## src/rtl/player_buzz_writer_pkg.sv

```systemverilog
// Shared definitions for the buzzer writer and the memory block it talks to.
// Holds the memory-map addresses, the flag value, the FSM state encoding,
// the common counter width and a helper that picks the winning player.
package player_buzz_writer_pkg;

  localparam int CNT_W = 16;
  localparam logic [CNT_W-1:0] CNT_ONE = 16'd1;

  localparam logic [15:0] PLAYER_ID_ADDR = 16'h0026;
  localparam logic [15:0] BUZZ_FLAG_ADDR = 16'h0025;
  localparam logic [15:0] BUZZ_FLAG_SET  = 16'h0001;

  typedef enum logic [2:0] {
    ST_IDLE,
    ST_WR_ID,
    ST_WR_FLAG,
    ST_POLL_WAIT,
    ST_POLL_RD,
    ST_POLL_CHK,
    ST_LOCKOUT
  } buzz_state_t;

  // Lowest-index pulsing button wins; returns player number 1..4, 0 if none.
  function automatic logic [2:0] first_player(input logic [3:0] pulses);
    first_player = 3'd0;
    for (int i = 3; i >= 0; i--) begin
      if (pulses[i]) first_player = 3'(i + 1);
    end
  endfunction

endpackage

```

## src/rtl/player_buzz_writer_if.sv

```systemverilog
// Memory-port bundle between the buzzer writer (master) and the arbitrated
// memory (slave).
//   req       : master requests the memory port
//   grant     : arbiter grants the port this cycle
//   en        : memory access strobe
//   memwrite  : write strobe
//   memread   : read strobe
//   adr       : memory address
//   writedata : data to write
//   memdata   : read data, valid the cycle after a read strobe
interface player_buzz_writer_if #(
  parameter int WIDTH         = 16,
  parameter int RAM_ADDR_BITS = 16
) ();

  logic                     req;
  logic                     grant;
  logic                     en;
  logic                     memwrite;
  logic                     memread;
  logic [RAM_ADDR_BITS-1:0] adr;
  logic [WIDTH-1:0]         writedata;
  logic [WIDTH-1:0]         memdata;

  modport master (
    output req, en, memwrite, memread, adr, writedata,
    input  grant, memdata
  );

  modport slave (
    input  req, en, memwrite, memread, adr, writedata,
    output grant, memdata
  );

endinterface

```

## src/rtl/player_buzz_writer_btn_conditioner.sv

```systemverilog
// Conditions one raw player button: two-flop synchronizer, debouncer and
// rising-edge detector producing a single-cycle pulse.
//   clk, rst : system clock, async active-high reset
//   btn_raw  : raw asynchronous button level
//   pulse    : one-cycle pulse on an accepted press
module btn_conditioner
  import player_buzz_writer_pkg::*;
#(
  parameter logic [CNT_W-1:0] DEBOUNCE_CYCLES = 16'd1000
) (
  input  logic clk,
  input  logic rst,
  input  logic btn_raw,
  output logic pulse
);

  logic [1:0]       sync_q, sync_d;
  logic             stable_q, stable_d;
  logic             primed_q, primed_d;
  logic             prev_q, prev_d;
  logic [CNT_W-1:0] cnt_q, cnt_d;
  logic             sample;
  logic             want_change;

  // Until primed, the debouncer waits for a fully debounced low level, so a
  // button held through reset cannot produce a press until released first.
  // Once primed, it counts consecutive samples differing from the accepted
  // level and adopts the new level when the count completes.
  always_comb begin
    sync_d      = {sync_q[0], btn_raw};
    sample      = sync_q[1];
    stable_d    = stable_q;
    primed_d    = primed_q;
    prev_d      = stable_q;
    cnt_d       = '0;
    want_change = primed_q ? (sample != stable_q) : !sample;
    if (want_change) begin
      if (cnt_q == DEBOUNCE_CYCLES - CNT_ONE) begin
        if (primed_q) stable_d = sample;
        else          primed_d = 1'b1;
      end else begin
        cnt_d = cnt_q + CNT_ONE;
      end
    end
  end

  always_ff @(posedge clk or posedge rst) begin
    if (rst) begin
      sync_q   <= '0;
      stable_q <= 1'b0;
      primed_q <= 1'b0;
      prev_q   <= 1'b0;
      cnt_q    <= '0;
    end else begin
      sync_q   <= sync_d;
      stable_q <= stable_d;
      primed_q <= primed_d;
      prev_q   <= prev_d;
      cnt_q    <= cnt_d;
    end
  end

  assign pulse = stable_q & ~prev_q;

endmodule

```

## src/rtl/player_buzz_writer.sv

```systemverilog
// Quiz buzzer writer: conditions four player buttons, latches the first
// player to buzz in, writes the player id and a buzz flag to memory, polls
// the flag until the CPU clears it, then enforces a lockout period.
//   clk, rst : system clock, async active-high reset
//   btn      : raw player buttons, bit i = player i+1
//   arm      : buzz-ins accepted only while high
//   bus      : memory port (master side)
//   winner   : latched winning player 1..4, 0 = none
//   busy     : high whenever the FSM is not idle
module player_buzz_writer
  import player_buzz_writer_pkg::*;
#(
  parameter int          WIDTH           = 16,
  parameter int          RAM_ADDR_BITS   = 16,
  parameter logic [15:0] DEBOUNCE_CYCLES = 16'd1000,
  parameter logic [15:0] POLL_INTERVAL   = 16'd64,
  parameter logic [15:0] LOCKOUT_CYCLES  = 16'd5000
) (
  input  logic                      clk,
  input  logic                      rst,
  input  logic [3:0]                btn,
  input  logic                      arm,
  player_buzz_writer_if.master      bus,
  output logic [2:0]                winner,
  output logic                      busy
);

  buzz_state_t      state_q, state_d;
  logic [2:0]       winner_q, winner_d;
  logic [CNT_W-1:0] cnt_q, cnt_d;
  logic [3:0]       pulse;

  for (genvar i = 0; i < 4; i++) begin : g_btn
    btn_conditioner #(.DEBOUNCE_CYCLES(DEBOUNCE_CYCLES)) u_cond (
      .clk     (clk),
      .rst     (rst),
      .btn_raw (btn[i]),
      .pulse   (pulse[i])
    );
  end

  // Strobes are the state decode gated by grant; address and data are held
  // for the whole request state so a withheld grant just stretches it.
  always_comb begin
    state_d       = state_q;
    winner_d      = winner_q;
    cnt_d         = cnt_q;
    bus.req       = 1'b0;
    bus.en        = 1'b0;
    bus.memwrite  = 1'b0;
    bus.memread   = 1'b0;
    bus.adr       = '0;
    bus.writedata = '0;
    case (state_q)
      ST_IDLE: begin
        if (arm && (|pulse)) begin
          winner_d = first_player(pulse);
          state_d  = ST_WR_ID;
        end
      end
      ST_WR_ID: begin
        bus.req       = 1'b1;
        bus.adr       = RAM_ADDR_BITS'(PLAYER_ID_ADDR);
        bus.writedata = WIDTH'(winner_q);
        if (bus.grant) begin
          bus.en       = 1'b1;
          bus.memwrite = 1'b1;
          state_d      = ST_WR_FLAG;
        end
      end
      ST_WR_FLAG: begin
        bus.req       = 1'b1;
        bus.adr       = RAM_ADDR_BITS'(BUZZ_FLAG_ADDR);
        bus.writedata = WIDTH'(BUZZ_FLAG_SET);
        if (bus.grant) begin
          bus.en       = 1'b1;
          bus.memwrite = 1'b1;
          state_d      = ST_POLL_WAIT;
        end
      end
      ST_POLL_WAIT: begin
        if (cnt_q == POLL_INTERVAL - CNT_ONE) state_d = ST_POLL_RD;
        else                                   cnt_d   = cnt_q + CNT_ONE;
      end
      ST_POLL_RD: begin
        bus.req = 1'b1;
        bus.adr = RAM_ADDR_BITS'(BUZZ_FLAG_ADDR);
        if (bus.grant) begin
          bus.en      = 1'b1;
          bus.memread = 1'b1;
          state_d     = ST_POLL_CHK;
        end
      end
      ST_POLL_CHK: begin
        if (bus.memdata[0]) begin
          state_d = ST_POLL_WAIT;
        end else begin
          state_d  = ST_LOCKOUT;
          winner_d = 3'd0;
        end
      end
      ST_LOCKOUT: begin
        if (cnt_q == LOCKOUT_CYCLES - CNT_ONE) state_d = ST_IDLE;
        else                                    cnt_d   = cnt_q + CNT_ONE;
      end
      default: state_d = ST_IDLE;
    endcase
    // Every state starts its count from zero.
    if (state_d != state_q) cnt_d = '0;
  end

  always_ff @(posedge clk or posedge rst) begin
    if (rst) begin
      state_q  <= ST_IDLE;
      winner_q <= 3'd0;
      cnt_q    <= '0;
    end else begin
      state_q  <= state_d;
      winner_q <= winner_d;
      cnt_q    <= cnt_d;
    end
  end

  assign winner = winner_q;
  assign busy   = (state_q != ST_IDLE);

endmodule

```

## src/flat_wrapper.sv

```systemverilog
// flat-port wrapper written by rule: the top's interface ports become plain ports
module player_buzz_writer_flat import player_buzz_writer_pkg::*;
#(
  parameter int          WIDTH           = 16,
  parameter int          RAM_ADDR_BITS   = 16,
  parameter logic [15:0] DEBOUNCE_CYCLES = 16'd1000,
  parameter logic [15:0] POLL_INTERVAL   = 16'd64,
  parameter logic [15:0] LOCKOUT_CYCLES  = 16'd5000
)
  (clk, rst, btn, arm, winner, busy, bus_req, bus_en, bus_memwrite, bus_memread, bus_adr, bus_writedata, bus_grant, bus_memdata);
  player_buzz_writer_if #(.WIDTH(WIDTH), .RAM_ADDR_BITS(RAM_ADDR_BITS)) bus_i ();
  input  logic clk;
  input  logic rst;
  input  logic [3:0] btn;
  input  logic arm;
  output logic [2:0] winner;
  output logic busy;
  output wire logic [$bits(bus_i.req)-1:0] bus_req;
  output wire logic [$bits(bus_i.en)-1:0] bus_en;
  output wire logic [$bits(bus_i.memwrite)-1:0] bus_memwrite;
  output wire logic [$bits(bus_i.memread)-1:0] bus_memread;
  output wire logic [$bits(bus_i.adr)-1:0] bus_adr;
  output wire logic [$bits(bus_i.writedata)-1:0] bus_writedata;
  input wire logic [$bits(bus_i.grant)-1:0] bus_grant;
  input wire logic [$bits(bus_i.memdata)-1:0] bus_memdata;
  assign bus_req = bus_i.req;
  assign bus_en = bus_i.en;
  assign bus_memwrite = bus_i.memwrite;
  assign bus_memread = bus_i.memread;
  assign bus_adr = bus_i.adr;
  assign bus_writedata = bus_i.writedata;
  assign bus_i.grant = bus_grant;
  assign bus_i.memdata = bus_memdata;
  player_buzz_writer #(.WIDTH(WIDTH), .RAM_ADDR_BITS(RAM_ADDR_BITS), .DEBOUNCE_CYCLES(DEBOUNCE_CYCLES), .POLL_INTERVAL(POLL_INTERVAL), .LOCKOUT_CYCLES(LOCKOUT_CYCLES)) u_core (.clk(clk), .rst(rst), .btn(btn), .arm(arm), .bus(bus_i), .winner(winner), .busy(busy));
endmodule
```

## config.mk

```make
export PLATFORM = sky130hd
export DESIGN_NAME = player_buzz_writer_flat
export DESIGN_NICKNAME = d
export VERILOG_FILES = /design/src/rtl/player_buzz_writer_pkg.sv /design/src/rtl/player_buzz_writer_if.sv /design/src/rtl/player_buzz_writer_btn_conditioner.sv /design/src/rtl/player_buzz_writer.sv /design/src/flat_wrapper.sv
export SDC_FILE = /design/constraint.sdc
export NUM_CORES = 1
export LEC_CHECK = 0
export CAP_MARGIN = 15
export CORE_ASPECT_RATIO = 1.75
export CORE_UTILIZATION = 50
export DETAILED_ROUTE_END_ITERATION = 16
export PLACE_DENSITY = 0.72
export RECOVER_POWER = 25
export SLEW_MARGIN = 20
export SYNTH_ARGS = -nofsm -noshare
export SYNTH_HDL_FRONTEND = slang
export SYNTH_SLANG_ARGS = --single-unit
export TNS_END_PERCENT = 50
```

## constraint.sdc

```tcl
create_clock -name clk -period 4.8 [get_ports clk]
set_input_delay 0.96 -clock clk [delete_from_list [all_inputs] [get_ports clk]]
set_output_delay 0.96 -clock clk [all_outputs]
set_load 0.1 [all_outputs]
```

Word level (Yosys, flattened, before mapping). Index checks and enable logic that the tools add are counted.

Bitwise logic cells: 8. Eq/ne operators: 21. Div/mod/pow operators: 0. Reductions and logical operators: 23. Multipliers: 0. Add/subtract/negate cells: 5. Shifts and indexed selects: 0. $lt $le $gt $ge: 0. Muxes and demuxes: 38.

Operators by type and width (number): 2-to-1 mux 16 bit (11); adder 16 x 1 -> 16 bit (second input constant) (5); equality test 16 x 10 -> 1 bit (second input constant) (4); 2-to-1 mux 3 bit (13); case mux 16 bit (2 select lines) (1); case mux 3 bit (7 select lines) (1); AND reduction 3 bit (6); equality test 16 x 13 -> 1 bit (second input constant) (1); equality test 16 x 6 -> 1 bit (second input constant) (1); case mux 3 bit (2 select lines) (2); case mux 6 bit (2 select lines) (1); equality test 3 bit (second input constant) (3); 2-to-1 mux 1 bit (9); AND reduction 2 bit (4); equality test 3 x 2 -> 1 bit (second input constant) (2); inequality test 3 bit (second input constant) (2); nonzero test 3 bit (2); AND 1 bit (4); zero test 1 bit (4); inequality test 1 bit (4); inverter 1 bit (4); OR reduction 2 bit (2); OR reduction 4 bit (1); equality test 3 x 1 -> 1 bit (second input constant) (1); other kinds (7) (7).

Input port bits: 24. Bits in registers: 106. Bits in latches: 0. Memories: 0. Logic and storage cells: 118. RAM bits: 0. Output and inout port bits: 40. ROM bits: 0.

Depth between registers and ports, before layout.
Depth after elaboration: 9. Mapped depth: 7. Depth with buffers taken out: 6.

Modules after synthesis. Synthesis repeated with hierarchy kept, for this count alone.

Cell total of the unflattened synthesis: 557. Area, all modules: 5512.8 um^2.

Modules (own cells, without submodules): btn_conditioner (sequential area each 525.5 um^2, times used 4, cells an instance 91, area each 955.9 um^2); player_buzz_writer (sequential area each 550.5 um^2, times used 1, cells an instance 193, area each 1689.1 um^2).

Least setup slack after synthesis. OpenSTA, ideal clock, no wires.

Path kind: reg2out. Start: register u_core.state_q[1]. End: output bus_en. Data arrival time: 3.798 ns. Required time: 3.840 ns. Path buffers: 1. Slack: 0.042 ns. Cell stages (with the launch flop): 6. Path through: dfrtp_1 clkbuf_1 nand2b_1 a21oi_1 or2_2 and2_1.

Cells in the longest elaborated chain, start to end: 3. Elaborated cells between the ends (all ways): 5. Classes of those cells: eq/ne: 3; mux: 1; reduce/logical: 1.

RTL lines: from (decl) (line player_buzz_writer.sv:28) `buzz_state_t state_q, state_d;`; from (signal assigned) (line player_buzz_writer.sv:118) `state_q <= state_d;`; equality test 3 x 1 -> 1 bit (tied with other cells) (line player_buzz_writer.sv:54) `case (state_q)`; OR reduction 3 bit (no source line) (*); 2-to-1 mux 1 bit (*); to (decl) (line flat_wrapper.sv:19) `output wire logic [$bits(bus_i.en)-1:0] bus_en;`.

Mark *: on every way between the ends. The rest lies on a longest branch, timed or not.

Worst setup path in the final report.
Start: register u_core.state_q[0]. End: output bus_adr[5].

Cells in the longest elaborated chain, start to end: 3. Elaborated cells between the ends (all ways): 5. Classes of those cells: eq/ne: 3; mux: 1; reduce/logical: 1.

RTL lines: equality test 3 x 2 -> 1 bit / equality test 3 bit (equally long branches) (line player_buzz_writer.sv:54); OR reduction 2 bit (no source line); case mux 6 bit (2 select lines) (*) (line player_buzz_writer.sv:54); to (decl) (line flat_wrapper.sv:22) `output wire logic [$bits(bus_i.adr)-1:0] bus_adr;`.

Marks and branches as above.

==> key figures <==
Outcome
  – Status: finished, final reports clean

Die
  – Total die area: 0.0114 mm²
  – Core area: 0.0107 mm²
  – # IOs: 64
  – Initial Util: 51.3%
  – Die Ht: 141 µm
  – Standard-cell row count: 50
  – Die X: 81.2 µm

Setup path
  – WS Path Type: flop to primary output
  – Worst Setup Start Kind: flop
  – Critical path, cell by cell: nand2b_1, nor2_1, or2_2, clkdlybuf4s50_1
  – Crit path max fanout: 18
  – Critical path arrival: 2.87 ns
  – Crit path max-delay cell type: clkdlybuf4s50_1
  – CP Data Required Time: 3.84 ns
  – Largest stage delay, worst path: 1.13 ns
  – WP buf/inv: 1
  – CP Capture Type: primary output
  – FF-to-FF path depth: 5
  – CP delay by family, top: buffers and inverters
  – Worst path depth: 4

STA
  – Max_slew headroom: 10.7%
  – Final min period: 3.83 ns
  – Period utilization: 79.7%
  – RSZ-0062 raised after global routing: no
  – Worst hold margin: 0.351 ns
  – Final Max Tran Viols: 0
  – Setup TNS: 0 ns
  – Final WS setup: 0.974 ns
  – Final-report setup violation count: 0
  – Final-report hold violation count: 0
  – Fmax: 261 MHz
  – Worst Skew: 0.00662 ns
  – Measured slew at the worst slew-check pin: 1.33 ns

Drt
  – Via count: 3817
  – Antenna Violating Nets Remaining: 0
  – DR WL/cell: 14.6 µm
  – TritonRoute pass-1 iters: 4
  – WL final: 10.2 mm
  – Iteration-0 DRC Markers: 240
  – Via density: 5.48
  – DRC violations left: 0

Synthesis
  – Synth cell types: 59
  – Synth Cell Area: 0.00548 mm²
  – Sequential-to-total area share from yosys stat: 48.4%
  – Warnings, synthesis: 0
  – Synth Register Bits: 106
  – Gate Count Post-Synth: 537
  – Asr flop ratio synth: 100%
  – Syn Area/Cell: 10.2 µm²
  – Number of flops mapped to enable cells by yosys: 0
  – Primary FF master, synth: dfrtp_1

Pwr
  – Power Dens Cells: 446 mW/mm²
  – P_leak: 2.57 nW
  – Design Power: 0.00270 W
  – Max VDD drop: 0.386 mV

GRT
  – Grt total ovfl: 0
  – First-pass GRT wire length: 17.1 mm
  – Largest net degree at the start of global routing: 42
  – Vias in the first global route: 3812
  – GRT Total Usage: 19.4%
  – Antenna violations before repair: 0

CTS
  – # hold bufs at CTS: 0
  – H-Tree Depth: 3
  – Total CTS buffers: 9
  – Setup bufs post-CTS: 0
  – Clock Latency Late Sink: 0.35 ns
  – Clk buf depth: 2
  – Clock Pin Slew Worst Setup and Hold Paths: 0.07 ns
  – Clk root buf: clkbuf_16
  – # resized after CTS: 0
  – CTS Sinks: 106
  – CTS tree: built

Cells and area
  – Layout cell share with drive strength beyond 1: 9.89%
  – # diodes: 0
  – Area Overhead vs Synth: 10.4%
  – Layout Nets: 590
  – Final Instance Area: 0.00605 mm²

Placement
  – Routability cong.: 0.850
  – Final HPWL DP: 7.31 mm
  – Post-placement setup slack: 1.38 ns
  – DP Area: 0.00572 mm²
  – I/O Buffers: 23

Min path
  – Hold/Removal Path Class: flop to flop
  – Hold depth: 0

Run
  – MaxCap Viol Count: 0
where the power goes:
group	internal, W	switching [W]	total [W]
clock	0.000512	0.000325	0.000836
combinational	0.000184	0.000702	0.000886
sequential	0.000923	0.0000560	0.000979
worst reg2reg max path: stages, from the launching register on:
cell	delay (ns)
dfrtp_1	0.58
nor4b_1	0.58
o41ai_2	0.25
o211a_1	0.19
o21ai_4	0.56
nor3_2	0.10
Yosys cell counts (all sizes together) (3+ instances only):
cell type	instances	area [µm²]
dfrtp	106	2650
nor2	95	359
nand2	39	146
xor2	37	324
buf	32	244
xnor2	32	280
nand3	28	140
and3	13	91.3
nor2b	13	81.3
nor3	13	100
o21ai	13	80.1
or3	9	56.3
and4	8	71.3
inv	8	30.0
nor4	8	71.3
a211oi	6	70.1
mux2	6	67.6
nand2b	6	37.5
nand4	6	37.5
ha	5	62.6
o211ai	5	37.5
or4	5	41.3
a21oi	4	20.0
clkbuf	4	15.0
o41ai	4	42.6
and2	3	18.8
nor3b	3	37.5
nor4b	3	32.5
o2111ai	3	26.3
or4b	3	30.0
path summary, 6_finish.rpt:
kind | start | end | slack [ns]
max in group asynchronous | rst | u_core.g_btn[0].u_cond.cnt_q[4] | 2.35
min in group asynchronous | rst | u_core.g_btn[2].u_cond.cnt_q[2] | 1.35
worst max-delay path | u_core.state_q[0] | bus_adr[5] | 0.97
worst min register to register | u_core.g_btn[3].u_cond.sync_q[0] | u_core.g_btn[3].u_cond.sync_q[1] | 0.35
worst max register to register | u_core.state_q[0] | u_core.cnt_q[11] | 2.40
worst min-delay path | u_core.g_btn[3].u_cond.sync_q[0] | u_core.g_btn[3].u_cond.sync_q[1] | 0.35
stage by stage:
step                      util, %  instances
after detailed placement     53.5        680
after global placement       53.5        680
final                        56.6        696
after floorplan                 -        561
after global routing         56.6        696
after CTS                    56.7        696
registers in the layout (all words and copies together), names as in the netlist:
register,flops
u_core.cnt_q,16
u_core.g_btn.u_cond.cnt_q,64
u_core.g_btn.u_cond.prev_d,4
u_core.g_btn.u_cond.prev_q,4
u_core.g_btn.u_cond.primed_q,4
u_core.g_btn.u_cond.sync_q,8
u_core.state_q,3
u_core.winner,3
cell families (layout without fill, tap and decap cells):
logic type      after synthesis  count (layout)  share of synthesized area [%]
buf+inv                      44              49                           5.27
simple gates                261             261                           25.6
mux                           7               7                           1.41
compound gates               44              44                           7.10
xor+xnor                     69              69                           11.0
fa+ha+maj                     5               5                           1.14
flops                       106             106                           48.4
other cells                   1              25                         0.0684
metal layers:
| layer | vias up | global-route usage [%] | routed length (µm) |
|---|---|---|---|
| li1 | 1840 | - | - |
| met1 | 1885 | 21.1 | 3970 |
| met2 | 68 | 35.4 | 5630 |
| met3 | 24 | 2.93 | 245 |
| met4 | 0 | 9.40 | 310 |
| met5 | - | 0 | 0 |
cells in the final DEF (no fill, tap or decap), types with 4 or more instances in the layout:
| cell | instances |
|---|---|
| nor3_1 | 6 |
| nand4_1 | 6 |
| or4_1 | 4 |
| nand3_1 | 28 |
| nor4_1 | 6 |
| nand2_1 | 39 |
| o211ai_1 | 5 |
| buf_4 | 5 |
| nor3_2 | 7 |
| and4_1 | 7 |
| or3_1 | 9 |
| nand2b_1 | 6 |
| conb_1 | 25 |
| inv_1 | 7 |
| ha_1 | 5 |
| dlygate4sd3_1 | 5 |
| nor2b_1 | 13 |
| clkdlybuf4s50_1 | 15 |
| and3_1 | 11 |
| nor2_1 | 94 |
| mux2_2 | 4 |
| a211oi_2 | 5 |
| o21ai_0 | 9 |
| a21oi_1 | 4 |
| clkbuf_16 | 9 |
| xor2_1 | 37 |
| dfrtp_1 | 106 |
| xnor2_1 | 32 |
cell type report:
type	count	area (µm²)
Sequential cell	106	2650
Clock inverter	6	114
Inverter	8	31.3
Fill cell	908	4640
Multi-Input combinational cell	411	2630
Tap cell	130	163
Clock buffer	10	229
Timing Repair Buffer	25	238
(Power assumes the default switching activity.)
